===== config.mk =====
export PLATFORM = sky130hd
export DESIGN_NAME = uart_tx_arbiter
export DESIGN_NICKNAME = d
export VERILOG_FILES = /design/src/rtl/uart_arb_pkg.sv /design/src/rtl/uart_arb_rr2.sv /design/src/rtl/uart_tx_arbiter.sv
export SDC_FILE = /design/constraint.sdc
export NUM_CORES = 1
export LEC_CHECK = 0
export CORE_ASPECT_RATIO = 0.9
export CORE_MARGIN = 5
export CORE_UTILIZATION = 35
export DETAILED_ROUTE_END_ITERATION = 10
export SETUP_SLACK_MARGIN = 0.5
export SLEW_MARGIN = 5
export SYNTH_ARGS = -nofsm -noshare
export SYNTH_HDL_FRONTEND = slang
export SYNTH_SLANG_ARGS = --single-unit

===== constraint.sdc =====
create_clock -name system_clk -period 2.4 [get_ports system_clk]
set_clock_uncertainty 0.05 [all_clocks]
set_input_delay 0.6 -clock system_clk [delete_from_list [all_inputs] [get_ports system_clk]]
set_output_delay 0.6 -clock system_clk [all_outputs]
set_load 0.03 [all_outputs]

===== src/rtl/uart_arb_pkg.sv =====
// Shared constants for the UART transmit arbiter: FSM encoding, one-hot grant
// values, the heartbeat message ROM and the debug view of the arbiter state.
package uart_arb_pkg;

  localparam logic [1:0] ST_IDLE = 2'd0;
  localparam logic [1:0] ST_SEND = 2'd1;
  localparam logic [1:0] ST_GAP  = 2'd2;

  localparam logic [2:0] GNT_NONE = 3'b000;
  localparam logic [2:0] GNT_CH0  = 3'b001;
  localparam logic [2:0] GNT_CH1  = 3'b010;
  localparam logic [2:0] GNT_HB   = 3'b100;

  localparam int unsigned HB_LEN = 6;

  typedef struct packed {
    logic [1:0] state;
    logic [2:0] grant;
    logic       done;
  } arb_dbg_t;

  // Heartbeat packet "test\r\n"
  function automatic logic [7:0] hb_byte(input logic [2:0] idx);
    case (idx)
      3'd0:    hb_byte = 8'h74;
      3'd1:    hb_byte = 8'h65;
      3'd2:    hb_byte = 8'h73;
      3'd3:    hb_byte = 8'h74;
      3'd4:    hb_byte = 8'h0D;
      3'd5:    hb_byte = 8'h0A;
      default: hb_byte = 8'h00;
    endcase
  endfunction

endpackage


===== src/rtl/uart_arb_rr2.sv =====
// Combinational two-way round-robin pick. last_grant_i = 1 means ch1 owned the
// UART most recently, so ch0 wins a tie.
module uart_arb_rr2 (
  input  logic       valid0_i,
  input  logic       valid1_i,
  input  logic       last_grant_i,
  output logic [1:0] grant_o
);

  always_comb begin
    grant_o = 2'b00;
    if (valid0_i && valid1_i) begin
      grant_o = last_grant_i ? 2'b01 : 2'b10;
    end else if (valid0_i) begin
      grant_o = 2'b01;
    end else if (valid1_i) begin
      grant_o = 2'b10;
    end
  end

endmodule


===== src/rtl/uart_tx_arbiter.sv =====
// Packet-atomic round-robin arbiter sharing one UART transmitter between two
// byte streams. Optional heartbeat requester enabled by UART_ARB_HEARTBEAT_EN.
module uart_tx_arbiter
  import uart_arb_pkg::*;
#(
  parameter int unsigned DATA_WIDTH       = 8,
  parameter int unsigned TIMEOUT_CYCLES   = 2700000,
  parameter int unsigned HEARTBEAT_PERIOD = 27000000
) (
  input  logic                  system_clk,
  input  logic                  reset_n,
  input  logic                  ch0_valid,
  input  logic [DATA_WIDTH-1:0] ch0_data,
  input  logic                  ch0_last,
  output logic                  ch0_ack,
  input  logic                  ch1_valid,
  input  logic [DATA_WIDTH-1:0] ch1_data,
  input  logic                  ch1_last,
  output logic                  ch1_ack,
  input  logic                  uart_tx_fifo_ready,
  output logic                  start_uart_tx,
  output logic [DATA_WIDTH-1:0] uart_tx_data,
  output logic [2:0]            grant,
  output logic                  timeout_err,
  output arb_dbg_t              dbg_o
);

  localparam int unsigned     TO_W   = $clog2(TIMEOUT_CYCLES);
  localparam logic [TO_W-1:0] TO_MAX = TO_W'(TIMEOUT_CYCLES - 1);

  if (TIMEOUT_CYCLES < 2 || HEARTBEAT_PERIOD < 2) begin : g_bad_params
    $error("uart_tx_arbiter: TIMEOUT_CYCLES and HEARTBEAT_PERIOD must be >= 2");
  end

  logic [1:0]            state_q, state_d;
  logic [2:0]            grant_q, grant_d;
  logic                  last_q, last_d;
  logic                  done_q, done_d;
  logic [TO_W-1:0]       to_cnt_q, to_cnt_d;
  logic                  start_q, start_d;
  logic                  ack0_q, ack0_d;
  logic                  ack1_q, ack1_d;
  logic                  tout_q, tout_d;
  logic [DATA_WIDTH-1:0] data_q, data_d;

  logic [1:0]            rr_pick;
  logic                  hb_req;
  logic [DATA_WIDTH-1:0] hb_data;
  logic                  hb_last;
  logic                  sel_valid;
  logic [DATA_WIDTH-1:0] sel_data;
  logic                  sel_last;

  uart_arb_rr2 u_rr (
    .valid0_i     (ch0_valid),
    .valid1_i     (ch1_valid),
    .last_grant_i (last_q),
    .grant_o      (rr_pick)
  );

`ifdef UART_ARB_HEARTBEAT_EN
  localparam int unsigned HB_W = $clog2(HEARTBEAT_PERIOD);

  logic [HB_W-1:0] hb_cnt_q;
  logic            hb_pend_q;
  logic [2:0]      hb_idx_q;
  logic            hb_tick;
  logic            hb_take;
  logic            hb_issue;

  assign hb_tick  = (hb_cnt_q == HB_W'(HEARTBEAT_PERIOD - 1));
  assign hb_take  = (state_q == ST_IDLE) && (rr_pick == 2'b00) && hb_pend_q;
  assign hb_issue = (state_q == ST_SEND) && grant_q[2] && uart_tx_fifo_ready;

  // A tick landing while the flag is already set merges into one pending send.
  always_ff @(posedge system_clk or negedge reset_n) begin
    if (!reset_n) begin
      hb_cnt_q  <= '0;
      hb_pend_q <= 1'b0;
      hb_idx_q  <= 3'd0;
    end else begin
      hb_cnt_q <= hb_tick ? '0 : hb_cnt_q + 1'b1;
      if (hb_tick) begin
        hb_pend_q <= 1'b1;
      end else if (hb_take) begin
        hb_pend_q <= 1'b0;
      end
      if (hb_take) begin
        hb_idx_q <= 3'd0;
      end else if (hb_issue) begin
        hb_idx_q <= hb_idx_q + 3'd1;
      end
    end
  end

  assign hb_req  = hb_pend_q;
  assign hb_data = DATA_WIDTH'(hb_byte(hb_idx_q));
  assign hb_last = (hb_idx_q == 3'(HB_LEN - 1));
`else
  assign hb_req  = 1'b0;
  assign hb_data = '0;
  assign hb_last = 1'b0;
`endif

  always_comb begin
    sel_valid = 1'b0;
    sel_data  = '0;
    sel_last  = 1'b0;
    if (grant_q[0]) begin
      sel_valid = ch0_valid;
      sel_data  = ch0_data;
      sel_last  = ch0_last;
    end else if (grant_q[1]) begin
      sel_valid = ch1_valid;
      sel_data  = ch1_data;
      sel_last  = ch1_last;
    end else if (grant_q[2]) begin
      sel_valid = 1'b1;
      sel_data  = hb_data;
      sel_last  = hb_last;
    end
  end

  // Handshake: a requester holds valid/data/last stable until its ack pulse;
  // ack, start_uart_tx and the new uart_tx_data all appear in the same cycle.
  always_comb begin
    state_d  = state_q;
    grant_d  = grant_q;
    last_d   = last_q;
    done_d   = done_q;
    to_cnt_d = to_cnt_q;
    start_d  = 1'b0;
    ack0_d   = 1'b0;
    ack1_d   = 1'b0;
    tout_d   = 1'b0;
    data_d   = data_q;
    case (state_q)
      ST_IDLE: begin
        done_d   = 1'b0;
        to_cnt_d = '0;
        if (rr_pick != 2'b00) begin
          grant_d = {1'b0, rr_pick};
          state_d = ST_SEND;
        end else if (hb_req) begin
          grant_d = GNT_HB;
          state_d = ST_SEND;
        end
      end
      ST_SEND: begin
        if (sel_valid && uart_tx_fifo_ready) begin
          start_d  = 1'b1;
          ack0_d   = grant_q[0];
          ack1_d   = grant_q[1];
          data_d   = sel_data;
          done_d   = sel_last;
          to_cnt_d = '0;
          state_d  = ST_GAP;
        end else if (!grant_q[2]) begin
          // Reaching TO_MAX always revokes, so the counter never wraps.
          if (to_cnt_q == TO_MAX) begin
            tout_d  = 1'b1;
            grant_d = GNT_NONE;
            last_d  = grant_q[1];
            state_d = ST_IDLE;
          end else begin
            to_cnt_d = to_cnt_q + 1'b1;
          end
        end
      end
      ST_GAP: begin
        if (done_q) begin
          state_d = ST_IDLE;
          grant_d = GNT_NONE;
          if (!grant_q[2]) begin
            last_d = grant_q[1];
          end
        end else begin
          state_d = ST_SEND;
        end
      end
      default: state_d = ST_IDLE;
    endcase
  end

  always_ff @(posedge system_clk or negedge reset_n) begin
    if (!reset_n) begin
      state_q  <= ST_IDLE;
      grant_q  <= GNT_NONE;
      last_q   <= 1'b1;
      done_q   <= 1'b0;
      to_cnt_q <= '0;
      start_q  <= 1'b0;
      ack0_q   <= 1'b0;
      ack1_q   <= 1'b0;
      tout_q   <= 1'b0;
      data_q   <= '0;
    end else begin
      state_q  <= state_d;
      grant_q  <= grant_d;
      last_q   <= last_d;
      done_q   <= done_d;
      to_cnt_q <= to_cnt_d;
      start_q  <= start_d;
      ack0_q   <= ack0_d;
      ack1_q   <= ack1_d;
      tout_q   <= tout_d;
      data_q   <= data_d;
    end
  end

  assign ch0_ack       = ack0_q;
  assign ch1_ack       = ack1_q;
  assign start_uart_tx = start_q;
  assign uart_tx_data  = data_q;
  assign grant         = grant_q;
  assign timeout_err   = tout_q;

  assign dbg_o.state = state_q;
  assign dbg_o.grant = grant_q;
  assign dbg_o.done  = done_q;

endmodule


======== After elaboration in Yosys (flattened, before gate mapping) ========
Cells that the tools add are included.
storage, ports and cells
  bits in registers ....................... 41
  output and inout port bits .............. 21
operators by class
  add/subtract/negate cells ............... 1
  eq/ne operators ......................... 13
  mux-type cells .......................... 45
  reductions and logical operators ........ 14
operators with widths
  kind                   count
  $mux 22                3
  $pmux 22 s2            1
  $add 22x1->22 const B  1
  $eq 22x22->1 const B   1
  $mux 1                 22
  $mux 2                 9
  $mux 8                 2
  $ne 2x2->1 const B     7
  $mux 3                 4
  $reduce_and 6->1       2
  $ne 3x3->1 const B     3
  $pmux 3 s3             1
  $pmux 2 s3             1
  $reduce_and 3->1       2
  $reduce_bool 2->1      3
  $pmux 1 s2             2
  $reduce_and 2->1       2
  $reduce_and 4->1       1
  $reduce_bool 3->1      1
  $eq 2x1->1 const B     1
  $eq 2x2->1 const B     1
  $logic_and 1x1->1      2
  $logic_not 2->1        1

======== Logic depth before layout (Yosys ltp) ========
  word-level depth ........................ 6
  depth in mapped cells ................... 7

======== Cells and area by module ========
From an unflattened synthesis, not the netlist that was laid out.
unflattened totals
  cell total of the unflattened synthesis .. 247
  area total of the unflattened synthesis .. 2342.2 µm²
by module, submodules not included
  module           instances  cells an instance  area an instance (µm²)  sequential area each (µm²)
  uart_tx_arbiter  1          244                2323.5                  1027.2
  uart_arb_rr2     1          3                  18.8                    0.0

======== Least setup slack after synthesis ========
No wires, ideal clock.
  path kind ............................... reg-to-reg
  start ................................... register to_cnt_q[0]
  end ..................................... register grant_q[1], in the netlist grant[1]
  library setup time ...................... 125 ps
  arrival time ............................ 1892 ps
  setup slack ............................. 333 ps
  stages on the path, launching flop included .. 7
  clock period less this slack ............ 2067 ps
  cell sequence ........................... dfrtp_1 -> ha_1 -> nand3b_1 -> or4b_4 -> nor3_4 -> o211ai_2 -> mux2_4
on the way
  longest elaborated chain between the ends .. 3
ends and longest elaborated chain
  what                               RTL line                source
  start: declaration                 uart_tx_arbiter.sv:39   logic [TO_W-1:0] to_cnt_q, to_cnt_d;
  start signal: assignment           uart_tx_arbiter.sv:202  to_cnt_q <= to_cnt_d;
  $eq 22x22->1                       uart_tx_arbiter.sv:160  if (to_cnt_q == TO_MAX) begin
  $ne 2x2->1 (no source line)        -
  $reduce_and 6->1 (no source line)  -
  end signal: assignment             uart_tx_arbiter.sv:199  grant_q <= grant_d;
  end: declaration                   uart_tx_arbiter.sv:36   logic [2:0] grant_q, grant_d;
Every way passes these cells.
A chain may end at the register's enable or synchronous reset.

======== Worst setup path in the final report ========
  start ................................... register to_cnt_q[20]
  end ..................................... register to_cnt_q[2]
on the way
  longest elaborated chain between the ends .. 3
ends and longest elaborated chain
  what                               RTL line
  $eq 22x22->1                       uart_tx_arbiter.sv:160
  $ne 3x3->1 (no source line)        -
  $reduce_and 3->1 (no source line)  -
Every way passes these cells.

==> results.yml <==
die:
  num_rows: 28
  die_width_microns: 97.4
  initial_core_util: 0.363
  die-area_sq_um: 8630
  placeableCoreArea_sq_um: 6620
  die_height_microns: 88.7
  io_pins: 44
routing:
  first_iter_violations: 133
  routed_wl_microns: 6680
  drt-pass1-iter-count: 4
  wl_per_cell_microns: 16.3
  num_vias: 2211
  ant_nets: 0
  drc: 0
  vias_per_cell: 5.41
synthesis:
  synth_nets: 277
  synth-xor-area-share: 0
  synthTopCellsByCount: "40 x dfrtp_1, 24 x nor2_1, 23 x nand2_1"
  synth_seq_cells: 41
  ys.flop_type: "dfrtp_1"
  synth_top_family_by_area: "simple AND/OR/NAND/NOR gates"
  synth_top_area_share: 0.416
  synthArstFlopShare: 1.00
  yosys_warnings: 0
  synth-edff-count: 0
  synthAdderAreaFrac: 0.0260
  synth.avg_cell_area_sq_um: 9.66
  postSynthCellCount: 249
  yosysMostFrequentCell: "dfrtp_1"
  synth.area.mux_share: 0.0406
  synth_top_area_cell: "dfrtp_1"
  ys_types: 61
  synth-compound-area-share: 0.196
  netlist_top_cells_area: "dfrtp_1 42%, nor2_1 3.7%, nand2_1 3.6%, nand3_1 3.1%, inv_1 3.0%"
  synthSimpleGateAreaFrac: 0.240
  netlist_area_sq_um: 2410
  synth_seq_area_share: 0.427
global_route:
  antenna_found_initial: 0
  grt_overflow: 0
  grt_pass1_wl_microns: 11200
  grt_max_degree: 31
  grt_pass1_vias: 2304
  grt_busiest_layer: "met2"
  gr-usage-met2: 0.248
  grt_util_met3: 0.0441
  track_usage: 0.159
  grtUsageMet1: 0.221
critical_path:
  cp.required_ns: 2.52
  crit_path_start_kind: "flop"
  critical_path_class: "reg2reg"
  path_max_fanout: 6
  cp-end-kind: "flop"
  cp.arrival_ns: 2.21
clock_tree:
  cts_buffers: 5
  ctsHoldBuffers: 0
  cts.clk_slew.worst_paths_ns: 0.08
  cts_tree: "built"
  clk_latency_ns: 0.29
  h-tree-depth: 2
  clockRootBuffer: "clkbuf_8"
  cts_num_sinks: 41
  clockBufferDepth: 2
timing:
  period_share: 0.869
  fmax_mhz: 480
  whs_ns: 0.127
  hold_violations: 0
  slew_viol_final: 0
  finalSetupViolCount: 0
  setup_tns_ns: 0
  min_period_ns: 2.09
  rsz0062_at_grt: "yes"
  worst_slew_pin_slew_ns: 0.491
  relSlewSlack: 0.672
placed_design:
  dp.cells: 387
  place.gp.congestion: 0.852
  io_buffers: 43
  hpwl_microns: 4420
flow_run:
  cap_viol_max_count: 0
final_layout:
  fillers: 592
  area_growth_syn_to_layout_pct: 43.2
  seq_area_sq_um: 1040
  diodes: 0
  instances_no_fill: 409
  drive_above_1_share: 0.332
  multi_input_area_sq_um: 1430
  final_nets: 346
min_path:
  hold_class: "in2async"
outcome:
  outcome: "finished clean"
pwr:
  ir_drop_mv: 0.549
  finalPower_mw: 3.34
  power.density_nw_per_um2: 970
  p_leak_nw: 1.44
## per-layer routing
layer	share of wire	up-vias
met3	0.079	9
met5	0	-
met4	0.0075	0
met1	0.46	1051
met2	0.45	86
li1	-	1065
## worst max-delay path, stage by stage (launching register included)
cell	delay (ns)
dfrtp_1	0.40
nand4b_1	0.21
or4b_4	0.65
o21bai_4	0.24
buf_6	0.13
buf_8	0.12
buf_4	0.11
o41ai_2	0.05
## power breakdown
group / leakage, nW / total [mW] / switching, mW / internal (mW)
clock: 0.0574 / 0.591 / 0.253 / 0.338
sequential: 0.534 / 0.966 / 0.125 / 0.841
combinational: 0.846 / 1.78 / 1.07 / 0.718
## state kept, by name, summed over array words and instances (netlist names)
register       flops
ch1_ack            1
uart_tx_data       8
state_q            2
to_cnt_q          22
start_uart_tx      1
ch0_ack            1
grant              3
done_q             1
timeout_err        1
last_q             1
## area by class of cell
class / count / share of cell area
multi-input combinational: 175 / 0.415
sequential: 41 / 0.301
timing repair buffer: 75 / 0.195
tap: 90 / 0.0327
clock buffer: 6 / 0.0240
inverter: 20 / 0.0222
clock inverter: 2 / 0.0109
## kinds of logic after synthesis
group | Yosys count
AO/OA/AOI/OAI | 55
buffers and inverters | 34
AND/OR/NAND/NOR | 105
flip-flops | 41
adder cells (fa/ha/maj) | 5
multiplexers | 9
## cells in the final DEF, fill, tap and decap left out, drive strengths merged, types with 6 or more instances in the layout
cell type / n
buf: 32
o21ai: 6
inv: 19
clkbuf: 11
nand2: 24
o211ai: 7
dfrtp: 40
nand4: 9
mux2i: 6
nor2: 24
dlygate4sd2: 19
nor3: 6
a221oi: 8
nand3: 16
clkdlybuf4s50: 19
## final timing paths
check	cells after the start	from	endpoint	slack (ns)
min reg2reg	1	to_cnt_q[21]	to_cnt_q[21]	0.44
max in group asynchronous	2	reset_n	last_q	1.45
min in group system_clk	1	to_cnt_q[21]	to_cnt_q[21]	0.44
max	7	to_cnt_q[20]	to_cnt_q[2]	0.31
max reg2reg	7	to_cnt_q[20]	to_cnt_q[2]	0.31
min	1	reset_n	to_cnt_q[0]	0.13
## timing repair
action	in CTS	in global routing
setup endpoints to repair	55	39
gates resized for setup	43	32
cloned	3	0
setup buffers	9	2
pin swaps	3	5
## stage by stage
stage | worst slack (ns) | utilization | area (sq um)
3_5_place_dp | 0.00238 | 0.457 | 3030
3_3_place_gp | 0.0319 | 0.457 | 3030
4_1_cts | 0.348 | 0.503 | 3330
6_report | 0.315 | 0.520 | 3440
2_1_floorplan | 0.438 | - | 2430
5_1_grt | 0.248 | 0.520 | 3440
Note: power is estimated with default switching activity, not from simulation.
